<file path="src/rtl/mem_scan_reader.sv">
// Scans a synchronous-read byte memory address by address and holds each byte for DWELL cycles.
// Optional macro SCAN_SKIP_ZERO_EN: zero bytes are skipped without capture or dwell.
module mem_scan_reader #(
    parameter int unsigned          ADDR_W    = 16,
    parameter int unsigned          DATA_W    = 8,
    parameter logic [ADDR_W-1:0]    LAST_ADDR = 16'h000F,
    parameter int unsigned          DWELL     = 50_000_000
) (
    input  logic              clk,
    input  logic              reset,
    input  logic              enable,
    input  logic              restart,
    output logic [ADDR_W-1:0] mem_addr,
    output logic              mem_we,
    input  logic [DATA_W-1:0] mem_do,
    output logic [DATA_W-1:0] data_out,
    output logic              data_valid,
    output logic [ADDR_W-1:0] cur_addr
);

    typedef enum logic [1:0] {StIdle, StIssue, StCapture, StHold} state_e;

    state_e            state_q, state_d;
    logic [ADDR_W-1:0] addr_q, addr_d;
    logic [DATA_W-1:0] data_q, data_d;
    logic [ADDR_W-1:0] cur_addr_q, cur_addr_d;
    logic              valid_q, valid_d;
    logic [31:0]       cnt_q, cnt_d;
    logic [ADDR_W-1:0] addr_next;

    assign addr_next  = (addr_q == LAST_ADDR) ? '0 : addr_q + 1'b1;
    assign mem_addr   = addr_q;
    assign mem_we     = 1'b0;
    assign data_out   = data_q;
    assign data_valid = valid_q;
    assign cur_addr   = cur_addr_q;

    always_comb begin
        state_d    = state_q;
        addr_d     = addr_q;
        data_d     = data_q;
        cur_addr_d = cur_addr_q;
        valid_d    = 1'b0;
        cnt_d      = cnt_q;

        if (restart) begin
            // Pending pulse is dropped; captured byte stays on display.
            addr_d  = '0;
            state_d = enable ? StIssue : StIdle;
        end else begin
            unique case (state_q)
                StIdle: begin
                    if (enable) state_d = StIssue;
                end
                StIssue: begin
                    state_d = StCapture;
                end
                StCapture: begin
`ifdef SCAN_SKIP_ZERO_EN
                    if (mem_do == '0) begin
                        addr_d  = addr_next;
                        state_d = enable ? StIssue : StIdle;
                    end else begin
                        data_d     = mem_do;
                        cur_addr_d = addr_q;
                        valid_d    = 1'b1;
                        cnt_d      = '0;
                        state_d    = StHold;
                    end
`else
                    data_d     = mem_do;
                    cur_addr_d = addr_q;
                    valid_d    = 1'b1;
                    cnt_d      = '0;
                    state_d    = StHold;
`endif
                end
                StHold: begin
                    cnt_d = cnt_q + 32'd1;
                    if (cnt_q == DWELL - 1) begin
                        addr_d  = addr_next;
                        state_d = enable ? StIssue : StIdle;
                    end
                end
                default: state_d = StIdle;
            endcase
        end
    end

    always_ff @(posedge clk or negedge reset) begin
        if (!reset) begin
            state_q    <= StIdle;
            addr_q     <= '0;
            data_q     <= '0;
            cur_addr_q <= '0;
            valid_q    <= 1'b0;
            cnt_q      <= '0;
        end else begin
            state_q    <= state_d;
            addr_q     <= addr_d;
            data_q     <= data_d;
            cur_addr_q <= cur_addr_d;
            valid_q    <= valid_d;
            cnt_q      <= cnt_d;
        end
    end

endmodule

</file>
<file path="config.mk">
export PLATFORM = sky130hd
export DESIGN_NAME = mem_scan_reader
export DESIGN_NICKNAME = d
export VERILOG_FILES = /design/src/rtl/mem_scan_reader.sv
export SDC_FILE = /design/constraint.sdc
export NUM_CORES = 1
export LEC_CHECK = 0
export CAP_MARGIN = 25
export CORE_MARGIN = 8
export CORE_UTILIZATION = 53
export CTS_CLUSTER_SIZE = 16
export DETAILED_ROUTE_END_ITERATION = 8
export GPL_ROUTABILITY_DRIVEN = 0
export HOLD_SLACK_MARGIN = 0.05
export PLACE_DENSITY = 0.86
export SYNTH_ARGS = -nofsm -noshare
export SYNTH_HDL_FRONTEND = slang
export SYNTH_SLANG_ARGS = --single-unit
</file>
<file path="constraint.sdc">
create_clock -name clk -period 2.73 [get_ports clk]
set_input_delay 0.819 -clock clk [delete_from_list [all_inputs] [get_ports clk]]
set_output_delay 0.819 -clock clk [all_outputs]
set_load 0.01 [all_outputs]
</file>
==> metrics.md <==
| Metric | Value |
|---|---|
| Min Tclk post-route | 2610 ps |
| Number of clock buffers inserted by TritonCTS | 9 |
| Leakage dissipation | 0.00204 uW |
| Ratio of routed vias to standard cells | 5.86 |
| Number of buffer cells added on primary ports | 52 |
| Most common library cell in the layout ignoring fill and taps | dfrtp_1 |
| Worst relative slew slack | 32.2% |
| Count of routing violations after the opening detailed-route iteration | 208 |
| Resized Gates After CTS | 0 |
| Critical-path cell list | clkdlybuf4s50_1, o21bai_4, or4_4, or3_4, or3_1, a21oi_1 |
| Arrival time reported for the critical path endpoint | 2890 ps |
| CP max stage cell | or4_4 |
| Sw frac | 28.0% |
| Post-layout util | 66.6% |
| Clock latency reported for the late side of the worst-skew pair | 340 ps |
| Proportion of power drawn by combinational gates | 20.7% |
| Vias after detailed routing | 3154 |
| Critical Path End Type | register |
| Total setup violations reported at the end of the flow | 0 |
| Seq/Total Area, Yosys | 49.5% |
| Worst EP required | 3000 ps |
| Global-route wire length before repair | 15500 um |
| Share of post-route cells with drive strength above 1 | 15.7% |
| Unrepaired setup endpoints after global routing | no |
| Post-synthesis instance total | 370 |
| Post-synth EDFFs | 0 |
| Leading cell types in the layout, fill and taps excluded | dfrtp_1 (75), clkdlybuf4s50_1 (51), nor2_1 (33) |
| Max-slew violation total from the final report | 0 |
| Setup Skew | 9.09 ps |
| Die Span Y | 101 um |
| Area share of the leading cell type in the synthesized netlist | 49.5% |
| Power dissipated by switching net loads | 748 uW |
| Maximum number of pins on one net before global-route repair | 39 |
| Post-route clock period utilization | 95.7% |
| Total Power Consumption | 2670 uW |
| Hold/Removal Path Class | primary input to asynchronous set/reset pin |
| Num ports | 54 |
| CTS tree | built |
| Tightest Pin Transition | 1010 ps |
| Async set or reset register ratio after synthesis | 100% |
| Startpoint types | primary input |
| Root Buffer | clkbuf_8 |
| Number of antenna cells inserted | 0 |
| Global routing usage summed across all routing layers | 19.1% |
| Critical-path maximum fanout | 2 |
| Internal power of the cells | 1920 uW |
| Worst Reg2Reg Path Length in Cells | 6 |
| Die Footprint | 10100 um2 |
| Die extent in x | 101 um |
| Setup TNS Final | 0 ps |
| Largest cells by area after synthesis | dfrtp_1 (49%), mux2_2 (7.4%), xnor2_1 (3.9%) |
| Highest attainable clock frequency | 0.383 GHz |
| Yosys Warn Count | 0 |
| Maximum vdd ir drop | 0.467 mV |
| Net count, final | 452 |
| Starting density of the core | 53.4% |
| Clock transition at the registers of the reported paths | 80 ps |
| Total Wirelength | 9080 um |
| Cts hold-fix bufs | 0 |
| Number of routed nets with antenna violations | 0 |
| Total of max-cap violations | 0 |
| Synthesized cell area | 3790 um2 |
| Total DRC errors in the routed layout | 0 |
| P&R area growth vs syn | 24.6% |
| DRT Pass-1 Iters | 4 |
| Status | finished, final reports clean |
| Sum of net half-perimeters after detailed placement | 6390 um |
| Number of antenna violations at the first check in global routing | 0 |
| Crit path kind | primary input to register |
| Number of sinks handled by clock tree synthesis | 75 |
| Power density relative to cell area | 565 nW/um2 |
| Number of fill cells in the layout | 547 |
| Final hold violation count | 0 |
| Worst hold slack after final layout | 444 ps |
| Flip-flop cell with the highest count after synthesis | dfrtp_1 |
| Library cell with the largest summed area after synthesis | dfrtp_1 |
| Placement Rows | 31 |
| Routed length per placed instance | 16.9 um |
| Delay of the slowest cell on the worst path | 540 ps |
| Floorplan Core Area | 7100 um2 |
| Total setup buffers inserted after CTS | 0 |
| Flip-flop and latch count after synthesis | 75 |
| Share of total power in the clock network | 31.4% |
| Average cell area after synthesis | 10.3 um2 |
| Post-Syn Nets | 388 |
| Remaining global-route overflow | 0 |
| Count of different cell masters after synthesis | 46 |
| Total number of H-tree levels | 3 |
| Share of total power in sequential cells | 47.9% |
| Number of global-route vias before repair | 3245 |
| Max Buffers Root-to-Sink | 2 |
-- area by class of cell --
cell class / instances / area (um2) / share of cell area [%]
flip-flops and latches: 75 / 1880 / 39.7
repair buffers: 72 / 706 / 14.9
clock buffers: 10 / 128 / 2.70
well taps: 99 / 124 / 2.62
clock inverters: 6 / 66.3 / 1.40
multi-input cells: 269 / 1800 / 38.1
inverters: 7 / 26.3 / 0.556
-- state kept, by name (all words and copies together), names as in the netlist --
signal      count
cnt_q          32
cur_addr       16
data_out        8
data_valid      1
mem_addr       16
state_q         2
-- cells by family (layout without fill, tap and decap cells) --
| group | count (synthesis) | count (layout) | share of synthesized area [%] |
|---|---|---|---|
| simple gates | 154 | 154 | 22.7 |
| flops | 75 | 75 | 49.5 |
| compound gates | 57 | 57 | 9.20 |
| mux | 26 | 26 | 7.68 |
| buf+inv | 26 | 95 | 3.10 |
| xor+xnor | 25 | 25 | 5.77 |
| fa+ha+maj | 6 | 6 | 1.98 |
| other cells | 1 | 1 | 0.0988 |
-- per-stage QoR --
stage,cell area (um2),instances,setup slack [ps]
2_1_floorplan,3790,370,126
3_3_place_gp,4530,522,-185
3_5_place_dp,4530,522,-239
4_1_cts,4730,538,123
5_1_grt,4730,538,12.0
6_report,4730,538,117
-- worst paths after layout --
check	endpoint	start	slack (ps)
min in group clk	data_out[4]	data_out[4]	510
min	cnt_q[16]	reset	440
max	cnt_q[30]	restart	120
max in group asynchronous	cur_addr[9]	reset	1720
min reg2reg	data_out[4]	data_out[4]	510
max reg2reg	mem_addr[3]	cnt_q[24]	200
-- synthesized netlist by cell type, drive strengths merged (2+ instances only) --
master and instances:
dfrtp 75, nor2 33, o21ai 32, mux2 25, nand2 18, nand3 18
xnor2 17, clkbuf 14, nand4 13, nor4 13, nor3 11, and3 9
or3 9, a21oi 8, or4 8, xor2 8, inv 7, and4 6
ha 6, buf 5, nand2b 5, a211oi 4, nor2b 4, a22o 3
a311oi 3, o31ai 3, and2 2
-- power by group through the flow --
| stage | sequential [uW] | combinational (uW) | clock [uW] |
|---|---|---|---|
| 3_3_place_gp | 1290 | 534 | 0 |
| 2_1_floorplan | 1320 | 272 | 0 |
| 6_report | 1280 | 553 | 837 |
| 5_1_grt | 1300 | 605 | 897 |
| 4_1_cts | 1280 | 561 | 850 |
| 3_5_place_dp | 1300 | 553 | 0 |
-- routing by layer --
metal	share of wire, %	up-vias	global-route usage, %
li1	-	1469	-
met1	42	1547	23.1
met2	49	124	31.4
met3	7.3	14	6.22
met4	1.5	0	5.81
met5	0	-	0
-- worst max-delay path, delay by kind of cell --
kind	cells	cell delay [ps]
compound gates	2	330
simple gates	3	1290
buf+inv	1	440
Note: power is estimated with default switching activity, not from simulation.
